<file path="src/rtl/sbox_prog_ctrl.sv">
// Programming sequencer that streams one DES S-box table (16 words x 4 nibbles)
// through the shared edit port. Optional checksum check: SBOX_PROG_CHECKSUM_EN.
module sbox_prog_ctrl #(
    parameter int NUM_SBOX = 8
) (
    input  logic        clk,
    input  logic        rst_n,
    input  logic        cmd_valid,
    output logic        cmd_ready,
    input  logic [2:0]  cmd_sbox,
    input  logic [7:0]  cmd_expect,
    input  logic        data_valid,
    output logic        data_ready,
    input  logic [15:0] data_word,
    input  logic        abort,
    input  logic        dp_busy,
    output logic        dp_hold,
    output logic        edit_sbox,
    output logic [2:0]  sbox_sel,
    output logic [1:0]  row_sel,
    output logic [3:0]  col_sel,
    output logic [3:0]  new_sbox_val,
    output logic        done,
    output logic        err
);

    typedef enum logic [2:0] {
        S_IDLE    = 3'd0,
        S_WAIT_DP = 3'd1,
        S_FETCH   = 3'd2,
        S_WRITE   = 3'd3,
        S_FIN     = 3'd4
    } state_t;

    state_t      state_q, state_d;
    logic [3:0]  w_q, w_d;
    logic [1:0]  k_q, k_d;
    logic [15:0] word_q, word_d;
    logic [2:0]  sel_q, sel_d;
    logic        reject_q, reject_d;
    logic [3:0]  nib;
    logic        idx_ok;
    logic        fin_err;

    assign nib    = word_q[{k_q, 2'b00} +: 4];
    assign idx_ok = 32'(cmd_sbox) < NUM_SBOX;

`ifdef SBOX_PROG_CHECKSUM_EN
    logic [7:0] sum_q, sum_d;
    logic [7:0] expect_q, expect_d;

    always_ff @(posedge clk or negedge rst_n) begin
        if (!rst_n) begin
            sum_q    <= 8'd0;
            expect_q <= 8'd0;
        end else begin
            sum_q    <= sum_d;
            expect_q <= expect_d;
        end
    end

    always_comb begin
        sum_d    = sum_q;
        expect_d = expect_q;
        if (state_q == S_IDLE && cmd_valid) begin
            sum_d    = 8'd0;
            expect_d = cmd_expect;
        end else if (state_q == S_WRITE && !abort) begin
            sum_d = sum_q + {4'd0, nib};
        end
    end

    assign fin_err = reject_q | (sum_q != expect_q);
`else
    logic unused_expect;
    assign unused_expect = ^cmd_expect;
    assign fin_err       = reject_q;
`endif

    // State and datapath registers
    always_ff @(posedge clk or negedge rst_n) begin
        if (!rst_n) begin
            state_q  <= S_IDLE;
            w_q      <= 4'd0;
            k_q      <= 2'd0;
            word_q   <= 16'd0;
            sel_q    <= 3'd0;
            reject_q <= 1'b0;
        end else begin
            state_q  <= state_d;
            w_q      <= w_d;
            k_q      <= k_d;
            word_q   <= word_d;
            sel_q    <= sel_d;
            reject_q <= reject_d;
        end
    end

    // Next-state and counter logic
    always_comb begin
        state_d  = state_q;
        w_d      = w_q;
        k_d      = k_q;
        word_d   = word_q;
        sel_d    = sel_q;
        reject_d = reject_q;
        case (state_q)
            S_IDLE: begin
                if (cmd_valid) begin
                    sel_d    = cmd_sbox;
                    w_d      = 4'd0;
                    k_d      = 2'd0;
                    reject_d = !idx_ok;
                    state_d  = idx_ok ? S_WAIT_DP : S_FIN;
                end
            end
            S_WAIT_DP: begin
                if (!dp_busy) state_d = S_FETCH;
            end
            S_FETCH: begin
                if (data_valid) begin
                    word_d  = data_word;
                    k_d     = 2'd0;
                    state_d = S_WRITE;
                end
            end
            S_WRITE: begin
                if (k_q == 2'd3) begin
                    k_d = 2'd0;
                    if (w_q == 4'd15) begin
                        state_d = S_FIN;
                    end else begin
                        w_d     = w_q + 4'd1;
                        state_d = S_FETCH;
                    end
                end else begin
                    k_d = k_q + 2'd1;
                end
            end
            S_FIN:   state_d = S_IDLE;
            default: state_d = S_IDLE;
        endcase
        if (abort && state_q != S_IDLE) state_d = S_IDLE;
    end

    // Outputs; a rejected command never stalls the datapath, even in FIN
    always_comb begin
        cmd_ready    = (state_q == S_IDLE);
        data_ready   = (state_q == S_FETCH);
        dp_hold      = (state_q != S_IDLE) && !(state_q == S_FIN && reject_q);
        edit_sbox    = 1'b0;
        sbox_sel     = 3'd0;
        row_sel      = 2'd0;
        col_sel      = 4'd0;
        new_sbox_val = 4'd0;
        done         = 1'b0;
        err          = 1'b0;
        if (state_q == S_WRITE) begin
            edit_sbox    = !abort;
            sbox_sel     = sel_q;
            row_sel      = w_q[3:2];
            col_sel      = {w_q[1:0], k_q};
            new_sbox_val = nib;
        end
        if (state_q == S_FIN) begin
            done = !abort;
            err  = !abort && fin_err;
        end
    end

endmodule

</file>
<file path="config.mk">
export PLATFORM = sky130hd
export DESIGN_NAME = sbox_prog_ctrl
export DESIGN_NICKNAME = d
export VERILOG_FILES = /design/src/rtl/sbox_prog_ctrl.sv
export SDC_FILE = /design/constraint.sdc
export NUM_CORES = 1
export LEC_CHECK = 0
export ABC_CLOCK_PERIOD_IN_PS = 2950
export CORE_MARGIN = 2
export CORE_UTILIZATION = 55
export CTS_CLUSTER_SIZE = 20
export DETAILED_ROUTE_END_ITERATION = 8
export DONT_BUFFER_PORTS = 1
export PLACE_DENSITY = 0.7
export SLEW_MARGIN = 20
export SYNTH_ARGS = -nofsm -noshare
export SYNTH_HDL_FRONTEND = slang
export SYNTH_SLANG_ARGS = --single-unit
</file>
<file path="constraint.sdc">
create_clock -name clk -period 2.95 [get_ports clk]
set_input_delay 0.59 -clock clk [delete_from_list [all_inputs] [get_ports clk]]
set_output_delay 0.59 -clock clk [all_outputs]
set_load 0.01 [all_outputs]
</file>
==> results.toml, run 1 <==
[floorplan]
die_h_um = 56.2
fp.coreArea_um2 = 2520
io_pins = 52
die_w_um = 56.2
rows = 18
die_area_um2 = 3160
initial_core_util_pct = 59.4

[yosys]
yosysWarningCount = 0
ys.flop_type = "dfrtp_1"
synth-seq-area-share_pct = 46.7
synthTopCellsByCount = "dfrtp_1 (28), mux2_2 (16), and2_1 (14)"
syn-instance-count = 121
synth-seq-cells = 28
yosys.cell_count.top_type = "dfrtp_1"
synth_top_cell_area_share_pct = 46.7
synth_cell_types = 35
syn_nets = 156
yosys-top-cells-area = "dfrtp_1 (47%), mux2_2 (12%), mux4_2 (6.0%)"
synth_enable_flop_cells = 0
synth_area_leader_cell = "dfrtp_1"
netlist_area_um2 = 1500
async_flop_share_pct = 100
avgSynthCellArea_um2 = 12.4

[cells_and_area]
areaGrowthSynthToFinish_pct = 2.50
antenna_cells = 0
nets = 155
seq_area_um2 = 701
drive_above_1_share_pct = 31.9
multiInputGateArea_um2 = 731
fillers = 218

[setup_path]
crit_arrival_ns = 1.75
crit_fanout = 13
max_stage_delay_ns = 0.57
startpoint_type = "register"
critical-path-top-delay-family = "simple AND/OR/NAND/NOR gates"
crit_chain = "nand2_1 -> nor2_1 -> buf_4 -> and2_1"
crit_type = "reg -> out"
path_buf_inv = 1
crit_required_ns = 2.36
cp-end-kind = "output pin"
cpMaxStageDelayCell = "dfrtp_1"

[routing]
drt-wirelength-per-cell_um = 17.5
avgViaCountPerCell = 6.11
detail-route-antenna-nets = 0
via_count = 910
first_pass_iters = 4
drc = 0
drt-initial-drc-count = 15
wirelength_um = 2600

[clock_network]
htreeDepth = 1
clock_sinks = 28
clk_latency_ns = 0.32
cts_tree = "yes"
cts_buffers = 3
root_buffer = "clkbuf_4"
clk_path_buf_depth = 2
path_clk_slew_ns = 0.15
post_cts_buffers = 0

[sta]
tns_ns = 0
timing.slew.headroom_pct = 51.8
fin_crit_sh_pct = 79.3
hold_viol_final = 0
whs_ns = 0.0504
clock.fmax_mhz = 427
grt_setup_unrepaired = "false"
tightestPinTransition_ns = 0.724
skew_ns = 0.00606
drv_slew = 0
setup-violations-final = 0
finalWorstPathRequiredPeriod_ns = 2.34

[grt]
grt-ovfl-total = 0
grt_max_degree = 29
grt_pass1_wl_um = 4600
grt_pass1_vias = 968
grt_antenna_before_repair = 0
grtUsageTotal_pct = 18.4

[worst_hold_path]
worst_hold_path_type = "in -> async"

[pwr]
p_per_area_nw_per_um2 = 858
leakagePower_uw = 0.000656
ir_drop_mv = 0.549

[placed_design]
place_congestion = 0.777
dpl.hpwl_um = 1920
io_buffer_count = 0

[run]
max-cap-violations = 0

[run_status]
outcome = "finished clean"
==> cells in the final DEF, fill, tap and decap left out, types with 2 or more instances in the layout <==
master | Yosys | routed
a211oi_1 | 2 | 2
a21oi_1 | 4 | 4
a22o_1 | 2 | 2
and2_1 | 14 | 14
and3_1 | 2 | 2
clkbuf_4 | 0 | 3
dfrtp_1 | 28 | 28
ha_1 | 2 | 2
mux2_2 | 16 | 16
mux2_4 | 3 | 3
mux4_2 | 4 | 4
nand2_1 | 5 | 5
nand3_1 | 3 | 3
nor2_1 | 3 | 3
nor2b_1 | 3 | 3
o21ai_0 | 5 | 5
==> stage by stage <==
stage / worst slack (ns) / cell area, um2 / power (uW) / instances / util, %
finish: 0.610 / 1540 / 1320 / 149 / 60.9
global route: 0.431 / 1540 / 1420 / 149 / 60.9
CTS: 0.585 / 1540 / 1330 / 149 / 60.9
detailed placement: 0.909 / 1480 / 1140 / 144 / 58.7
global placement: 0.949 / 1480 / 1110 / 144 / 58.7
floorplan: 1.02 / 1500 / 1080 / 121 / -
==> area by class of cell <==
class | count | area share, %
multi-input combinational | 84 | 47.6
tap | 30 | 2.44
clock buffer | 4 | 2.36
timing repair buffer | 2 | 1.79
sequential | 28 | 45.6
inverter | 1 | 0.244
==> kinds of logic after synthesis <==
kind of cell / share of synthesized area (%)
mux: 21.8
other cells: 0.250
flops: 46.7
fa+ha+maj: 1.67
buf+inv: 4.51
compound gates: 9.52
simple gates: 15.5
==> registers in the layout, indices dropped and copies added (netlist names) <==
name and count:
word_q 16, w_q 4, sel_q 3, state_q 3
k_q 2
==> final timing paths <==
check / slack (ns) / from / endpoint / cells past startpoint
hold reg to reg: 0.51 / word_q[12] / word_q[12] / 1
hold / removal: 0.05 / rst_n / word_q[0] / 1
setup / recovery: 0.61 / state_q[0] / new_sbox_val[3] / 4
max in group asynchronous: 2.73 / rst_n / w_q[2] / 1
setup reg to reg: 0.91 / state_q[1] / word_q[6] / 3
min in group clk: 0.31 / abort / state_q[1] / 1
==> layer usage <==
layer / vias up / wire, um / track usage (%)
li1: 425 / - / -
met1: 456 / 1170 / 24.4
met2: 27 / 1270 / 29.9
met3: 2 / 151 / 4.42
met4: 0 / 19 / 5.10
met5: - / 0 / 0
==> where the power goes <==
part	internal, uW	switching [uW]
logic	285	184
clock network	75.5	112
registers	538	125
==> worst register-to-register path, delay by kind of cell, from the launching register on <==
family        cells  cell delay, ns
flops             1            0.55
mux               1            0.42
simple gates      2            0.99
==> timing repair <==
item	4_1_cts	5_1_grt
gates resized for setup	0	0
hold buffers	1	0
hold endpoints to repair	28	0
setup endpoints to repair	0	0
Power figures use the tool's default switching activity.
==> run 2: changes to the inputs <==
--- a/config.mk
+++ b/config.mk
@@ -5,7 +5,7 @@
 export SDC_FILE = /design/constraint.sdc
 export NUM_CORES = 1
 export LEC_CHECK = 0
-export ABC_CLOCK_PERIOD_IN_PS = 2950
+export ABC_CLOCK_PERIOD_IN_PS = 2300
 export CORE_MARGIN = 2
 export CORE_UTILIZATION = 55
 export CTS_CLUSTER_SIZE = 20
==> constraint.sdc (replaced) <==
create_clock -name clk -period 2.3 [get_ports clk]
set_input_delay 0.46 -clock clk [delete_from_list [all_inputs] [get_ports clk]]
set_output_delay 0.46 -clock clk [all_outputs]
set_load 0.01 [all_outputs]
==> results.toml, run 2 (synthesized netlist as in run 1, its figures left out) <==
[run_status]
outcome = "finished clean"

[clock_network]
cts_tree = "yes"
cts_buffers = 3
root_buffer = "clkbuf_4"
post_cts_buffers = 0
clk_latency_ns = 0.32
clk_path_buf_depth = 2
path_clk_slew_ns = 0.15
clock_sinks = 28
htreeDepth = 1

[placed_design]
io_buffer_count = 0
place_congestion = 0.774

[sta]
setup-violations-final = 0
tightestPinTransition_ns = 0.570
skew_ns = 0.00695
clock.fmax_mhz = 470
drv_slew = 0
fin_crit_sh_pct = 92.4
timing.slew.headroom_pct = 61.5
hold_viol_final = 0
grt_setup_unrepaired = "false"
finalWorstPathRequiredPeriod_ns = 2.13
tns_ns = 0

[cells_and_area]
mostFrequentLayoutCells = "dfrtp_1 (26), mux2_2 (16), and2_1 (14), nand2_1 (5), o21ai_0 (5)"
finalCoreUtilization_pct = 61.7
final_common_cell = "dfrtp_1"
drive_above_1_share_pct = 33.9
antenna_cells = 0
largest_reg_flops = 16
nets = 157
top_regs = "word_q x16, w_q x4"
areaGrowthSynthToFinish_pct = 3.84
regMostFlops = "word_q"

[setup_path]
max_stage_delay_ns = 0.59
crit_fanout = 8
crit_required_ns = 1.84
cp-end-kind = "output pin"
crit_type = "reg -> out"
cpMaxStageDelayCell = "dfrtp_1"
crit_arrival_ns = 1.67
crit_chain = "mux4_2 -> and2_1"
startpoint_type = "register"

[grt]
grt-ovfl-total = 0
grt_pass1_wl_um = 4520
grt_max_degree = 29
grtUsageTotal_pct = 18.2
grt_pass1_vias = 956
grt_antenna_before_repair = 0

[routing]
via_count = 959
avgViaCountPerCell = 6.35
detail-route-antenna-nets = 0
wirelength_um = 2620
first_pass_iters = 5
drt-initial-drc-count = 32
drt-wirelength-per-cell_um = 17.3
drc = 0

[run]
max-cap-violations = 0

[floorplan]
rows = 18
die_w_um = 56.2
die_h_um = 56.2
io_pins = 52
fp.coreArea_um2 = 2520
die_area_um2 = 3160
initial_core_util_pct = 59.4

[pwr]
p_per_area_nw_per_um2 = 1090
leakagePower_uw = 0.000663
total_power_uw = 1700
ir_drop_mv = 0.716

[worst_hold_path]
worst_hold_path_type = "in -> reg"
==> run 2: cell types whose count changed in the layout (fill, tap and decap cells not counted) <==
cell and delta:
buf_4 +1, dfrtp_1 -2, dfrtp_2 +2, dlygate4sd3_1 +1
==> run 2: metrics by stage <==
stage	hold slack, ns	instances	worst slack [ns]	cell area, um2
global route	0.144	151	0.0686	1560
global placement	0.165	145	0.498	1490
CTS	0.169	151	0.0741	1550
floorplan	0.164	121	0.500	1500
finish	0.178	151	0.174	1560
detailed placement	0.165	145	0.468	1490
==> run 2: where the power goes <==
| group | internal, uW | switching, uW |
|---|---|---|
| Sequential | 694 | 160 |
| Clock | 96.7 | 138 |
| Combinational | 370 | 238 |
| Total | 1160 | 535 |
==> run 2: area by class of cell <==
| cell class | count | area, um2 |
|---|---|---|
| fill | 217 | 966 |
| multi-input combinational | 84 | 731 |
| sequential | 28 | 703 |
| timing repair buffer | 4 | 45.0 |
| tap | 30 | 37.5 |
| clock buffer | 4 | 36.3 |
| inverter | 1 | 3.75 |
==> run 2: final timing paths <==
check                           start         endpoint  slack, ns  depth (start not counted)
hold / removal                  abort       state_q[1]       0.18                          1
hold reg to reg            word_q[11]       word_q[11]       0.52                          1
max in group asynchronous       rst_n       state_q[1]       1.57                          2
setup / recovery               k_q[0]  new_sbox_val[3]       0.17                          2
setup reg to reg           state_q[2]        word_q[6]       0.54                          4
min in group asynchronous       rst_n           k_q[0]       0.57                          2
==> run 2: what timing repair did <==
action,in CTS,in global routing
hold buffers,2,0
setup endpoints to repair,0,9
resized for setup,0,2
hold endpoints to repair,28,0
==> run 2: per-layer routing <==
layer  vias up  track usage [%]  routed length (um)
li1        433                -                   -
met1       480             24.1                1150
met2        42             29.9                1310
met3         4             3.49                 146
met4         0             6.12                  21
met5         -                0                   0
==> run 2: critical path, delay by kind of cell, from the launching register on <==
kind | cells | cell delay (ns)
flops | 1 | 0.59
mux | 1 | 0.54
simple gates | 1 | 0.21
